===== src/rtl/muldiv_pkg.sv =====
// Shared definitions for the iterative RV32M multiply/divide unit:
// funct3 codes, FSM state encoding and operand signedness helpers.
package muldiv_pkg;

  localparam int XLEN_DEFAULT = 32;

  localparam logic [2:0] F3_MUL    = 3'b000;
  localparam logic [2:0] F3_MULH   = 3'b001;
  localparam logic [2:0] F3_MULHSU = 3'b010;
  localparam logic [2:0] F3_MULHU  = 3'b011;
  localparam logic [2:0] F3_DIV    = 3'b100;
  localparam logic [2:0] F3_DIVU   = 3'b101;
  localparam logic [2:0] F3_REM    = 3'b110;
  localparam logic [2:0] F3_REMU   = 3'b111;

  typedef enum logic [1:0] {
    IDLE = 2'd0,
    RUN  = 2'd1,
    FIX  = 2'd2,
    DONE = 2'd3
  } state_e;

  function automatic logic aIsSigned(input logic [2:0] f3);
    return (f3 == F3_MULH) || (f3 == F3_MULHSU) || (f3 == F3_DIV) || (f3 == F3_REM);
  endfunction

  function automatic logic bIsSigned(input logic [2:0] f3);
    return (f3 == F3_MULH) || (f3 == F3_DIV) || (f3 == F3_REM);
  endfunction

endpackage


===== src/rtl/muldiv_unit_if.sv =====
// Request/response bundle between the EX-stage pipeline and the M unit.
interface muldiv_unit_if #(
  parameter int XLEN = muldiv_pkg::XLEN_DEFAULT
);
  logic            start;
  logic [2:0]      funct3;
  logic [XLEN-1:0] operand_a;
  logic [XLEN-1:0] operand_b;
  logic [XLEN-1:0] result;
  logic            done;
  logic            busywait;

  modport master (
    output start, funct3, operand_a, operand_b,
    input  result, done, busywait
  );

  modport slave (
    input  start, funct3, operand_a, operand_b,
    output result, done, busywait
  );
endinterface


===== src/rtl/div_step.sv =====
// One combinational restoring-division step on unsigned magnitudes.
module div_step #(
  parameter int XLEN = 32
) (
  input  logic [XLEN-1:0] partRem_i,
  input  logic            dividendBit_i,
  input  logic [XLEN-1:0] divisor_i,
  output logic [XLEN-1:0] nextRem_o,
  output logic            qBit_o
);
  logic [XLEN:0] shifted;
  logic [XLEN:0] trial;

  // partRem < divisor always holds, so the top bit of trial is a clean borrow flag
  assign shifted   = {partRem_i, dividendBit_i};
  assign trial     = shifted - {1'b0, divisor_i};
  assign qBit_o    = ~trial[XLEN];
  assign nextRem_o = qBit_o ? trial[XLEN-1:0] : shifted[XLEN-1:0];
endmodule


===== src/rtl/muldiv_unit.sv =====
// Iterative RV32M multiply/divide unit with a stall/done handshake.
// Define FAST_MUL_EN to compute all multiplies in one cycle with a 33x33 multiplier.
module muldiv_unit
  import muldiv_pkg::*;
#(
  parameter int XLEN      = XLEN_DEFAULT,
  parameter int DIV_STEPS = XLEN
) (
  input  logic         clk,
  input  logic         reset,
  muldiv_unit_if.slave bus
);
  localparam int CW = $clog2(DIV_STEPS);
  localparam logic [XLEN-1:0] MIN_NEG = {1'b1, {(XLEN-1){1'b0}}};

  state_e state_q, state_d;
  logic [XLEN-1:0] hi_q, hi_d, lo_q, lo_d, opB_q, opB_d, result_q, result_d;
  logic [2:0]      funct3_q, funct3_d;
  logic            negRes_q, negRes_d;
  logic [CW-1:0]   cnt_q, cnt_d;

  logic            accept, aNeg, bNeg, divZero, overflow, skipRun, cntLast, qBit;
  logic [XLEN-1:0] magA, magB, divRem, divSel;
  logic [XLEN:0]   mulSum;
  logic [2*XLEN-1:0] prodAdj;

  assign accept  = bus.start && (state_q == IDLE || state_q == DONE);
  assign aNeg    = aIsSigned(bus.funct3) && bus.operand_a[XLEN-1];
  assign bNeg    = bIsSigned(bus.funct3) && bus.operand_b[XLEN-1];
  assign magA    = aNeg ? -bus.operand_a : bus.operand_a;
  assign magB    = bNeg ? -bus.operand_b : bus.operand_b;
  assign divZero = bus.funct3[2] && (bus.operand_b == '0);
  assign overflow = bus.funct3[2] && !bus.funct3[0] &&
                    (bus.operand_a == MIN_NEG) && (bus.operand_b == '1);
  assign cntLast = (cnt_q == CW'(DIV_STEPS - 1));

`ifdef FAST_MUL_EN
  logic signed [XLEN:0]     fastA, fastB;
  logic signed [2*XLEN+1:0] fastProd;
  assign fastA    = {aIsSigned(bus.funct3) && bus.operand_a[XLEN-1], bus.operand_a};
  assign fastB    = {bIsSigned(bus.funct3) && bus.operand_b[XLEN-1], bus.operand_b};
  assign fastProd = fastA * fastB;
  assign skipRun  = divZero || overflow || !bus.funct3[2];
`else
  assign skipRun  = divZero || overflow;
`endif

  div_step #(.XLEN(XLEN)) u_divStep (
    .partRem_i     (hi_q),
    .dividendBit_i (lo_q[XLEN-1]),
    .divisor_i     (opB_q),
    .nextRem_o     (divRem),
    .qBit_o        (qBit)
  );

  always_ff @(posedge clk or posedge reset) begin
    if (reset) state_q <= IDLE;
    else       state_q <= state_d;
  end

  always_comb begin
    state_d = state_q;
    unique case (state_q)
      IDLE:    if (bus.start) state_d = skipRun ? FIX : RUN;
      RUN:     if (cntLast)   state_d = FIX;
      FIX:     state_d = DONE;
      DONE:    state_d = bus.start ? (skipRun ? FIX : RUN) : IDLE;
      default: state_d = IDLE;
    endcase
  end

  always_comb begin
    bus.done     = (state_q == DONE);
    bus.busywait = !reset && ((state_q == IDLE && bus.start) || state_q == RUN || state_q == FIX);
    bus.result   = result_q;
  end

  // Shared datapath: multiply keeps the product in {hi,lo}; divide keeps remainder in hi, quotient in lo
  always_comb begin
    hi_d     = hi_q;
    lo_d     = lo_q;
    opB_d    = opB_q;
    funct3_d = funct3_q;
    negRes_d = negRes_q;
    cnt_d    = cnt_q;
    result_d = result_q;
    mulSum   = lo_q[0] ? ({1'b0, hi_q} + {1'b0, opB_q}) : {1'b0, hi_q};
    prodAdj  = negRes_q ? -{hi_q, lo_q} : {hi_q, lo_q};
    divSel   = funct3_q[1] ? hi_q : lo_q;

    if (accept) begin
      funct3_d = bus.funct3;
      cnt_d    = '0;
      negRes_d = 1'b0;
      if (divZero) begin
        hi_d = bus.operand_a;
        lo_d = '1;
      end else if (overflow) begin
        hi_d = '0;
        lo_d = MIN_NEG;
`ifdef FAST_MUL_EN
      end else if (!bus.funct3[2]) begin
        {hi_d, lo_d} = fastProd[2*XLEN-1:0];
`endif
      end else if (bus.funct3[2]) begin
        hi_d     = '0;
        lo_d     = magA;
        opB_d    = magB;
        negRes_d = bus.funct3[1] ? aNeg : (aNeg ^ bNeg);
      end else begin
        hi_d     = '0;
        lo_d     = magB;
        opB_d    = magA;
        negRes_d = aNeg ^ bNeg;
      end
    end else if (state_q == RUN) begin
      cnt_d = cnt_q + 1'b1;
      if (funct3_q[2]) begin
        hi_d = divRem;
        lo_d = {lo_q[XLEN-2:0], qBit};
      end else begin
        hi_d = mulSum[XLEN:1];
        lo_d = {mulSum[0], lo_q[XLEN-1:1]};
      end
    end else if (state_q == FIX) begin
      if (funct3_q[2])             result_d = negRes_q ? -divSel : divSel;
      else if (funct3_q == F3_MUL) result_d = prodAdj[XLEN-1:0];
      else                         result_d = prodAdj[2*XLEN-1:XLEN];
    end
  end

  always_ff @(posedge clk or posedge reset) begin
    if (reset) begin
      hi_q     <= '0;
      lo_q     <= '0;
      opB_q    <= '0;
      funct3_q <= '0;
      negRes_q <= 1'b0;
      cnt_q    <= '0;
      result_q <= '0;
    end else begin
      hi_q     <= hi_d;
      lo_q     <= lo_d;
      opB_q    <= opB_d;
      funct3_q <= funct3_d;
      negRes_q <= negRes_d;
      cnt_q    <= cnt_d;
      result_q <= result_d;
    end
  end
endmodule

===== src/flat_wrapper.sv =====
// flat-port wrapper written by rule: the top's interface ports become plain ports
module muldiv_unit_flat import muldiv_pkg::*;
#(
  parameter int XLEN      = XLEN_DEFAULT,
  parameter int DIV_STEPS = XLEN
)
  (clk, reset, bus_start, bus_funct3, bus_operand_a, bus_operand_b, bus_result, bus_done, bus_busywait);
  muldiv_unit_if #(.XLEN(XLEN)) bus_i ();
  input  logic clk;
  input  logic reset;
  input wire logic [$bits(bus_i.start)-1:0] bus_start;
  input wire logic [$bits(bus_i.funct3)-1:0] bus_funct3;
  input wire logic [$bits(bus_i.operand_a)-1:0] bus_operand_a;
  input wire logic [$bits(bus_i.operand_b)-1:0] bus_operand_b;
  output wire logic [$bits(bus_i.result)-1:0] bus_result;
  output wire logic [$bits(bus_i.done)-1:0] bus_done;
  output wire logic [$bits(bus_i.busywait)-1:0] bus_busywait;
  assign bus_i.start = bus_start;
  assign bus_i.funct3 = bus_funct3;
  assign bus_i.operand_a = bus_operand_a;
  assign bus_i.operand_b = bus_operand_b;
  assign bus_result = bus_i.result;
  assign bus_done = bus_i.done;
  assign bus_busywait = bus_i.busywait;
  muldiv_unit #(.XLEN(XLEN), .DIV_STEPS(DIV_STEPS)) u_core (.clk(clk), .reset(reset), .bus(bus_i));
endmodule

===== config.mk =====
export PLATFORM = sky130hd
export DESIGN_NAME = muldiv_unit_flat
export DESIGN_NICKNAME = d
export VERILOG_FILES = /design/src/rtl/muldiv_pkg.sv /design/src/rtl/muldiv_unit_if.sv /design/src/rtl/div_step.sv /design/src/rtl/muldiv_unit.sv /design/src/flat_wrapper.sv
export SDC_FILE = /design/constraint.sdc
export NUM_CORES = 1
export LEC_CHECK = 0
export ABC_CLOCK_PERIOD_IN_PS = 3900
export CORE_MARGIN = 3
export CORE_UTILIZATION = 40
export DETAILED_ROUTE_END_ITERATION = 8
export GPL_ROUTABILITY_DRIVEN = 0
export PLACE_DENSITY = 0.61
export SYNTH_ARGS = -nofsm -noshare
export SYNTH_HDL_FRONTEND = slang
export SYNTH_HIERARCHICAL = 1
export SYNTH_SLANG_ARGS = --single-unit

===== constraint.sdc =====
create_clock -name clk -period 3.9 [get_ports clk]
set_input_delay 0.39 -clock clk [delete_from_list [all_inputs] [get_ports clk]]
set_output_delay 0.39 -clock clk [all_outputs]
set_load 0.01 [all_outputs]

==> results.yml <==
outcome:
  status: "completed"
logic_synthesis:
  syn_area_per_cell_sq_um: 7.50
  synth-edff-count: 0
  ys_seq_elements: 139
  synth_ff_type: "dfrtp_1"
  yosysSeqAreaShare_pct: 21.5
  yosysTopAreaCell: "dfrtp_1"
  syn_area_sq_um: 16200
  synth_async_sr_flop_share_pct: 100
  synth_top_area_share_pct: 21.5
  synth_cell_types: 96
  synth_nets: 2309
  synthTopCellsByArea: "dfrtp_1 21%, a21oi_1 6.3%, o21ai_0 6.3%, ha_1 5.9%, xor2_1 5.7%"
  syn-instance-count: 2161
  ys_warn_count: 6
sta:
  hold_viol_final: 0
  worst_hold_slack_ns: 0.199
  skew_ns: 0.0128
  slew_violations: 0
  max_freq_ghz: 0.268
  setup_viol: 0
  fin_crit_ns: 3.74
  worst_pin_slew_ns: 0.905
  timing.slew.headroom_pct: 39.7
  period_share_pct: 95.8
global_route:
  grt_usage_pct: 28.2
  grt_pass1_wl_mm: 95.6
  grt_max_degree: 105
  grt-ovfl-total: 0
  antenna_found_initial: 0
  grt_pass1_vias: 16100
pwr:
  ir_drop_v: 0.000494
  power_w: 0.0185
  power.density_nw_per_um2: 981
  power_leakage_nw: 7.94
worst_setup_path:
  worst_r2r_path_depth: 16
  critPathMaxFanout: 13
  crit_chain: "inv_1 -> ha_1 -> and4_1 -> and3_1 -> a221o_1 -> a21oi_2 -> a211oi_2 -> nor2_4 -> mux2i_4 -> and2_4 -> clkinv_8 -> buf_12 -> mux2_4 -> a21oi_1 -> o22ai_1 -> a221o_1"
  path_class: "register to register"
  start_kind: "register"
  crit_top_cell: "a221o_1"
  cp_slowest_cell: "dfrtp_2"
  critPathRequiredTime_ns: 4.24
  cp-end-kind: "register"
  max_stage_delay_ns: 0.42
  arrival_ns: 4.08
die:
  die_area_sq_um: 43000
  core.rowCount: 73
  die_w_microns: 207
  core-area_sq_um: 39900
  die_y_microns: 207
  ios: 104
  initial_core_util_pct: 40.6
clocking:
  h-tree-depth: 4
  ctsLongestPathBuffers: 2
  cts-buffers-inserted: 17
  cts-hold-fix-buffers: 0
  clkSinkCount: 139
  clock-root-buffer: "clkbuf_16"
  clk_latency_ns: 0.47
  clk_pin_slew_worst_paths_ns: 0.07
  cts_tree: "done"
place:
  dp_cells: 2752
  dp.final_hpwl_mm: 48.4
  io_buffers: 103
routing:
  routed_wl_mm: 62.8
  ant_nets: 0
  route.vias.total: 17200
  wl_per_cell_microns: 22.5
  drt_pass1_iterations: 6
  drc: 0
  viasPerCell: 6.18
  drt_iter0_drc: 2242
finish:
  nets: 2400
  stdcell_count: 2790
  drive_gt1_share_pct: 11.8
  fillerInstances: 3952
  antennaDiodeCount: 0
  postLayoutCoreUtil_pct: 47.3
  area_growth_pct: 16.5
hold_path:
  hold_path_class: "input pin to asynchronous set/reset pin"
flow_run:
  max_cap_viol_count: 0
==> per-stage QoR <==
step                setup slack [ns]  cell area [sq um]  TNS (ns)
floorplan                     0.0339              16200         0
global placement              0.0989              18200         0
detailed placement            0.0373              18200         0
CTS                           0.0132              18800         0
global route                 -0.0152              18900   -0.0152
finish                         0.164              18900         0
==> path summary, 6_finish.rpt <==
path                       slack (ns)                   from                     to
max                              0.16       u_core/opB_q[16]        u_core/hi_q[25]
min                              0.20                  reset      u_core/state_q[1]
max reg2reg                      0.16       u_core/opB_q[16]        u_core/hi_q[25]
min reg2reg                      0.50  u_core/bus.result[18]  u_core/bus.result[18]
max in group asynchronous        3.00                  reset        u_core/hi_q[19]
min in group clk                 0.41          bus_funct3[2]        u_core/negRes_q
==> area by class of cell <==
type                    instances  area, sq um  share of cell area (%)
well taps                     525          657                    3.48
multi-input cells            1780        11700                    62.1
inverters                      72          287                    1.52
clock inverters                14          171                   0.908
clock buffers                  18          429                    2.27
flip-flops and latches        139         3490                    18.5
repair buffers                242         2120                    11.2
==> metal layers <==
layer / wire length (microns) / up-vias / share of wire, % / GRT usage (%)
met5: 62 / - / 0.099 / 1.11
met4: 2870 / 2 / 4.6 / 11.8
met3: 6030 / 135 / 9.6 / 6.08
met2: 26700 / 933 / 42 / 41.9
met1: 27200 / 8156 / 43 / 39.7
li1: - / 8022 / - / -
==> sequential cells by signal, summed over array words and instances, names as in the netlist <==
signal and flops:
u_core/bus.result 32, u_core/hi_q 32, u_core/lo_q 32, u_core/opB_q 32, u_core/cnt_q 5, u_core/funct3_q 3
u_core/state_q 2, u_core/negRes_q 1
==> kinds of logic after synthesis <==
group,Yosys count,synth area share [%]
compound gates,704,26.8
mux,122,8.41
xor+xnor,195,10.5
fa+ha+maj,78,6.12
buf+inv,242,6.45
simple gates,681,20.2
flops,139,21.5
==> critical path, delay by kind of cell, from the launching register on <==
| family | cells | cell delay [ns] |
|---|---|---|
| buffers and inverters | 3 | 0.32 |
| and+or+nand+nor | 4 | 0.83 |
| DFF | 1 | 0.42 |
| AOI/OAI and AO/OA | 6 | 1.14 |
| adders and majority gates | 1 | 0.37 |
| muxes | 2 | 0.54 |
==> placed cells by master, fill, tap and decap left out, drive strengths merged, types with 15 or more instances in the layout <==
master	synthesis	routed
mux2	46	46
nor2b	18	18
clkbuf	122	18
a31oi	27	27
nand4	25	25
ha	76	76
xnor2	89	89
dfrtp	139	139
and3	19	19
xor2	106	106
nor4	22	22
nor2	171	171
a211oi	26	26
buf	46	140
a21o	45	45
or3	22	22
o31ai	51	51
a21oi	207	207
o41ai	18	18
o21ai	207	207
mux2i	76	76
clkdlybuf4s50	1	102
nand2	224	224
nand3	49	49
nor3	57	57
o211ai	15	15
inv	69	77
==> report_power, final <==
part / internal [W] / total [W] / switching, W
clock: 0.000969 / 0.00174 / 0.000767
sequential: 0.00213 / 0.00303 / 0.000905
combinational: 0.00591 / 0.0138 / 0.00784
==> synth_stat cells (8+ instances only) <==
cell type / number
inv_1: 68
buf_2: 17
dfrtp_1: 139
or3_1: 22
a211oi_1: 25
mux2i_1: 75
a21o_1: 44
o21ai_0: 205
or2_2: 9
nor4_1: 21
mux2_2: 27
xor2_1: 106
and3_1: 18
o31ai_1: 50
nand4_1: 25
clkbuf_1: 121
o41ai_1: 18
nor3_1: 56
o21bai_1: 14
or4_1: 11
nand2_1: 222
a31oi_1: 27
nand3_1: 49
nor2_1: 170
buf_1: 19
o22ai_1: 8
nand2b_1: 12
xnor2_1: 89
o21a_1: 12
mux2_4: 19
nor2b_1: 18
a21oi_1: 205
a22oi_1: 11
nor3b_1: 9
ha_1: 76
o211ai_1: 15
o221ai_1: 9
==> what timing repair did <==
action	4_1_cts	5_1_grt
setup endpoints to repair	0	12
buffers inserted	0	6
gates resized for setup	0	9
No activity file was read; power rests on OpenSTA's default activity.
